$ cat config.mk
export PLATFORM = sky130hd
export DESIGN_NAME = axi_lite_master
export DESIGN_NICKNAME = d
export VERILOG_FILES = /design/src/rtl/axi_lite_master.sv
export SDC_FILE = /design/constraint.sdc
export NUM_CORES = 1
export LEC_CHECK = 0
export CAP_MARGIN = 15
export CORE_ASPECT_RATIO = 1.25
export CORE_MARGIN = 4
export CORE_UTILIZATION = 34
export DETAILED_ROUTE_END_ITERATION = 12
export PLACE_DENSITY = 0.82
export SLEW_MARGIN = 10
export SYNTH_ARGS = -nofsm -noshare
export SYNTH_HDL_FRONTEND = slang
export SYNTH_SLANG_ARGS = --single-unit
$ cat constraint.sdc
create_clock -name aclk -period 6.8 [get_ports aclk]
set_clock_uncertainty 0.05 [all_clocks]
set_input_delay 1.36 -clock aclk [delete_from_list [all_inputs] [get_ports aclk]]
set_output_delay 1.36 -clock aclk [all_outputs]
set_load 0.02 [all_outputs]
$ cat src/rtl/axi_lite_master.sv
// AXI4-Lite initiator: converts single-beat local commands into AXI4-Lite
// read/write transactions, one outstanding, and returns one response each.
module axi_lite_master #(
  parameter int unsigned ADDR_W = 32,
  parameter logic [2:0]  PROT   = 3'b000
) (
  input  logic              aclk,
  input  logic              areset,
  input  logic              cmd_valid,
  output logic              cmd_ready,
  input  logic              cmd_write,
  input  logic [ADDR_W-1:0] cmd_addr,
  input  logic [31:0]       cmd_wdata,
  input  logic [3:0]        cmd_wstrb,
  output logic              rsp_valid,
  input  logic              rsp_ready,
  output logic              rsp_write,
  output logic [31:0]       rsp_rdata,
  output logic [1:0]        rsp_resp,
  output logic [ADDR_W-1:0] m_axi_awaddr,
  output logic [2:0]        m_axi_awprot,
  output logic              m_axi_awvalid,
  input  logic              m_axi_awready,
  output logic [31:0]       m_axi_wdata,
  output logic [3:0]        m_axi_wstrb,
  output logic              m_axi_wvalid,
  input  logic              m_axi_wready,
  input  logic [1:0]        m_axi_bresp,
  input  logic              m_axi_bvalid,
  output logic              m_axi_bready,
  output logic [ADDR_W-1:0] m_axi_araddr,
  output logic [2:0]        m_axi_arprot,
  output logic              m_axi_arvalid,
  input  logic              m_axi_arready,
  input  logic [31:0]       m_axi_rdata,
  input  logic [1:0]        m_axi_rresp,
  input  logic              m_axi_rvalid,
  output logic              m_axi_rready
);

  typedef enum logic [2:0] {IDLE, WRITE, WRESP, READ, RDATA, RSP} state_e;

  state_e              state_q, state_d;
  logic [ADDR_W-1:0]   addr_q, addr_d;
  logic [31:0]         wdata_q, wdata_d;
  logic [3:0]          wstrb_q, wstrb_d;
  logic                awvalid_q, awvalid_d;
  logic                wvalid_q, wvalid_d;
  logic                arvalid_q, arvalid_d;
  logic                bready_q, bready_d;
  logic                rready_q, rready_d;
  logic                aw_done_q, aw_done_d;
  logic                w_done_q, w_done_d;
  logic                rsp_valid_q, rsp_valid_d;
  logic                rsp_write_q, rsp_write_d;
  logic [31:0]         rsp_rdata_q, rsp_rdata_d;
  logic [1:0]          rsp_resp_q, rsp_resp_d;

  logic cmd_hs, aw_hs, w_hs, b_hs, ar_hs, r_hs, rsp_hs, aw_ok, w_ok;

  assign cmd_ready = (state_q == IDLE) && !areset;
  assign cmd_hs    = cmd_valid && cmd_ready;
  assign aw_hs     = awvalid_q && m_axi_awready;
  assign w_hs      = wvalid_q && m_axi_wready;
  assign b_hs      = bready_q && m_axi_bvalid;
  assign ar_hs     = arvalid_q && m_axi_arready;
  assign r_hs      = rready_q && m_axi_rvalid;
  assign rsp_hs    = rsp_valid_q && rsp_ready;
  // A write channel counts as finished if it completed earlier or completes now
  assign aw_ok     = aw_done_q || aw_hs;
  assign w_ok      = w_done_q || w_hs;

  // State and registered outputs
  always_ff @(posedge aclk or posedge areset) begin
    if (areset) begin
      state_q     <= IDLE;
      addr_q      <= '0;
      wdata_q     <= '0;
      wstrb_q     <= '0;
      awvalid_q   <= 1'b0;
      wvalid_q    <= 1'b0;
      arvalid_q   <= 1'b0;
      bready_q    <= 1'b0;
      rready_q    <= 1'b0;
      aw_done_q   <= 1'b0;
      w_done_q    <= 1'b0;
      rsp_valid_q <= 1'b0;
      rsp_write_q <= 1'b0;
      rsp_rdata_q <= '0;
      rsp_resp_q  <= '0;
    end else begin
      state_q     <= state_d;
      addr_q      <= addr_d;
      wdata_q     <= wdata_d;
      wstrb_q     <= wstrb_d;
      awvalid_q   <= awvalid_d;
      wvalid_q    <= wvalid_d;
      arvalid_q   <= arvalid_d;
      bready_q    <= bready_d;
      rready_q    <= rready_d;
      aw_done_q   <= aw_done_d;
      w_done_q    <= w_done_d;
      rsp_valid_q <= rsp_valid_d;
      rsp_write_q <= rsp_write_d;
      rsp_rdata_q <= rsp_rdata_d;
      rsp_resp_q  <= rsp_resp_d;
    end
  end

  // Next-state logic
  always_comb begin
    state_d = state_q;
    case (state_q)
      IDLE:    if (cmd_hs) state_d = cmd_write ? WRITE : READ;
      WRITE:   if (aw_ok && w_ok) state_d = WRESP;
      WRESP:   if (b_hs) state_d = RSP;
      READ:    if (ar_hs) state_d = RDATA;
      RDATA:   if (r_hs) state_d = RSP;
      RSP:     if (rsp_hs) state_d = IDLE;
      default: state_d = IDLE;
    endcase
  end

  // Next values of the registered outputs
  always_comb begin
    addr_d      = addr_q;
    wdata_d     = wdata_q;
    wstrb_d     = wstrb_q;
    awvalid_d   = awvalid_q;
    wvalid_d    = wvalid_q;
    arvalid_d   = arvalid_q;
    bready_d    = bready_q;
    rready_d    = rready_q;
    aw_done_d   = aw_done_q;
    w_done_d    = w_done_q;
    rsp_valid_d = rsp_valid_q;
    rsp_write_d = rsp_write_q;
    rsp_rdata_d = rsp_rdata_q;
    rsp_resp_d  = rsp_resp_q;
    case (state_q)
      IDLE: begin
        if (cmd_hs) begin
          addr_d    = cmd_addr;
          wdata_d   = cmd_wdata;
          wstrb_d   = cmd_wstrb;
          awvalid_d = cmd_write;
          wvalid_d  = cmd_write;
          arvalid_d = !cmd_write;
          aw_done_d = 1'b0;
          w_done_d  = 1'b0;
        end
      end
      WRITE: begin
        if (aw_hs) begin
          awvalid_d = 1'b0;
          aw_done_d = 1'b1;
        end
        if (w_hs) begin
          wvalid_d = 1'b0;
          w_done_d = 1'b1;
        end
        if (aw_ok && w_ok) bready_d = 1'b1;
      end
      WRESP: begin
        if (b_hs) begin
          bready_d    = 1'b0;
          rsp_valid_d = 1'b1;
          rsp_write_d = 1'b1;
          rsp_rdata_d = 32'h0;
          rsp_resp_d  = m_axi_bresp;
        end
      end
      READ: begin
        if (ar_hs) begin
          arvalid_d = 1'b0;
          rready_d  = 1'b1;
        end
      end
      RDATA: begin
        if (r_hs) begin
          rready_d    = 1'b0;
          rsp_valid_d = 1'b1;
          rsp_write_d = 1'b0;
          rsp_rdata_d = m_axi_rdata;
          rsp_resp_d  = m_axi_rresp;
        end
      end
      RSP: begin
        if (rsp_hs) rsp_valid_d = 1'b0;
      end
      default: ;
    endcase
  end

  assign m_axi_awaddr  = addr_q;
  assign m_axi_araddr  = addr_q;
  assign m_axi_awprot  = PROT;
  assign m_axi_arprot  = PROT;
  assign m_axi_wdata   = wdata_q;
  assign m_axi_wstrb   = wstrb_q;
  assign m_axi_awvalid = awvalid_q;
  assign m_axi_wvalid  = wvalid_q;
  assign m_axi_arvalid = arvalid_q;
  assign m_axi_bready  = bready_q;
  assign m_axi_rready  = rready_q;
  assign rsp_valid     = rsp_valid_q;
  assign rsp_write     = rsp_write_q;
  assign rsp_rdata     = rsp_rdata_q;
  assign rsp_resp      = rsp_resp_q;

endmodule

==> impl_metrics.yaml <==
outcome:
  status: "completed"
global_routing:
  grt_max_degree: 74
  grt_pass1_wl_um: 20700
  grt_pass1_vias: 3935
  grt.overflow.total: 0
  antenna_found_initial: 0
  grt_usage: 0.161
routing:
  drtAntennaViolNets: 0
  drt_pre_antenna_iters: 4
  drt-initial-drc-count: 104
  vias_per_cell: 4.68
  drc: 0
  finalWirelength_um: 13600
  avgRoutedWirePerCell_um: 16.5
  route.vias.total: 3848
placement:
  io_buffers: 255
  dp.cells: 790
  hpwl_um: 10300
  gp_congestion: 0.822
worst_setup_path:
  crit_required_ns: 5.39
  arrival_ns: 2.63
  end_kind: "output port"
  path_class: "in -> out"
  critPathLaunchType: "input pin"
  worstRegToRegCells: 3
  crit_path_max_fanout: 4
sta:
  finalMaxSlewViolations: 0
  timing.final.crit_share: 0.595
  worst_slew_pin_slew_ns: 0.957
  timing.fmax_ghz: 0.247
  whs_ns: 0.426
  rsz0062_at_grt: "no"
  setup_tns_ns: 0
  slew_headroom: 0.362
  setup_viol: 0
  final_hold_viol_count: 0
  period_needed_ns: 4.04
min_path:
  min_path_type: "reg -> reg"
  holdPathStages: 2
power:
  power_density_nw_per_um2: 217
  peakVddDrop_uv: 162
  p_leak_nw: 3.46
  power_mw: 1.72
finish:
  final_cells: 822
  areaGrowthSynthToFinish_pct: 61.4
  drive_above_1_share: 0.168
  antenna_cells: 0
  nNetsFinal: 748
clock_tree:
  clock-root-buffer: "clkbuf_16"
  numCtsBuffers: 17
  ctsResizeCount: 0
  post_cts_buffers: 0
  path_clk_slew_ns: 0.05
  cts.sinks: 114
  cts-hold-fix-buffers: 0
  cts_tree: "yes"
  insertion_delay_ns: 0.40
  ctsLongestPathBuffers: 2
  htree_levels: 4
floorplan:
  die-area_um2: 16500
  initial_core_util: 0.352
  core-area_um2: 14000
  design.portCount: 262
  dieHeight_um: 143
  num_rows: 48
  fp.dieW_um: 116
yosys:
  yosysWarnings: 0
  synth.avg_cell_area_um2: 11.9
  synth_area_um2: 4930
  synth_seq_cells: 114
  ys_seq_area_frac: 0.579
  synthCells: 413
  synth.distinct_cells: 36
job:
  maxCapViolations: 0
worst paths after layout:
kind | startpoint | end | slack (ns)
max | areset | cmd_ready | 2.76
min | rsp_rdata[5]$_DFFE_PP0P_ | rsp_rdata[5]$_DFFE_PP0P_ | 0.43
max reg2reg | state_q[0]$_DFFE_PP0P_ | m_axi_wdata[8]$_DFFE_PP0P_ | 4.58
min reg2reg | rsp_rdata[5]$_DFFE_PP0P_ | rsp_rdata[5]$_DFFE_PP0P_ | 0.43
max in group asynchronous | areset | aw_done_q$_DFFE_PP0P_ | 4.02
min in group asynchronous | areset | m_axi_araddr[0]$_DFFE_PP0P_ | 1.47
Yosys cell counts:
cell type / count / share of area
dfrtp_1: 114 / 0.58
nand2_1: 74 / 0.056
mux2_2: 68 / 0.16
o21ai_0: 41 / 0.042
buf_4: 40 / 0.061
buf_2: 8 / 0.0081
buf_6: 7 / 0.016
a21oi_1: 6 / 0.0061
nor2_1: 6 / 0.0046
clkbuf_1: 5 / 0.0038
nand2b_1: 4 / 0.0051
a31oi_1: 3 / 0.0038
nor2b_1: 3 / 0.0038
nor3b_1: 3 / 0.0046
o31ai_1: 3 / 0.0046
a21o_1: 2 / 0.0030
a32o_1: 2 / 0.0041
inv_1: 2 / 0.0015
mux2i_1: 2 / 0.0041
nand3_1: 2 / 0.0020
nand4b_1: 2 / 0.0036
o21ai_1: 2 / 0.0020
a211oi_2: 1 / 0.0025
a311o_1: 1 / 0.0020
a311oi_1: 1 / 0.0018
and3_1: 1 / 0.0013
and3b_1: 1 / 0.0018
conb_1: 1 / 0.00076
nand2_4: 1 / 0.0023
nand3b_1: 1 / 0.0015
nor3_1: 1 / 0.0010
nor3_4: 1 / 0.0033
o22a_1: 1 / 0.0018
o41ai_1: 1 / 0.0018
or3_4: 1 / 0.0023
or3b_1: 1 / 0.0018
final cells by class:
type	count	area, µm²
clock buffer	20	467
clock inverter	12	180
fill	1188	6040
inverter	2	10.0
multi-input combinational	242	1650
sequential	114	2850
tap	175	219
timing repair buffer	257	2570
stage by stage:
stage,util,instance area [µm²],setup WS (ns)
finish,0.568,7950,2.76
global route,0.568,7950,2.69
CTS,0.568,7950,2.76
detailed placement,0.522,7300,2.76
global placement,0.522,7300,2.78
floorplan,-,4950,2.37
cell families after synthesis:
group           synth area share
flops                      0.579
other cells             0.000761
compound gates            0.0752
mux                        0.159
simple gates              0.0952
buf+inv                   0.0904
routing by layer:
layer | up-vias | part of all wire | global-route usage
met4 | 0 | 0.017 | 0.0538
met5 | - | 0 | 0
li1 | 1814 | - | -
met1 | 1829 | 0.36 | 0.176
met3 | 22 | 0.10 | 0.0655
met2 | 183 | 0.52 | 0.284
layout by cell type, fill, tap and decap left out, types with 3 or more instances in the layout:
master / count
clkdlybuf4s50_1: 255
a21oi_1: 6
conb_1: 6
nand2b_1: 4
mux2_2: 68
dfrtp_1: 114
o21ai_0: 41
nand2_1: 74
bufinv_16: 4
clkbuf_16: 17
nor2_1: 6
o31ai_1: 3
clkinvlp_4: 5
clkbuf_8: 3
a31oi_1: 3
nor2b_1: 3
where the power goes:
group	internal (mW)	switching, mW
clock network	0.642	0.314
logic	0.0582	0.0284
registers	0.679	0
total	1.38	0.343
sequential cells by signal (all words and copies together), names as in the netlist:
signal         count
m_axi_araddr      32
m_axi_wdata       32
rsp_rdata         32
m_axi_wstrb        4
state_q            3
rsp_resp           2
aw_done_q          1
m_axi_arvalid      1
m_axi_awvalid      1
m_axi_bready       1
m_axi_rready       1
m_axi_wvalid       1
rsp_valid          1
rsp_write          1
w_done_q           1
worst max-delay path, stage by stage:
cell,delay [ns]
clkdlybuf4s50_1,0.50
nor2_1,0.15
clkdlybuf4s50_1,0.63
Note: power is estimated with default switching activity, not from simulation.
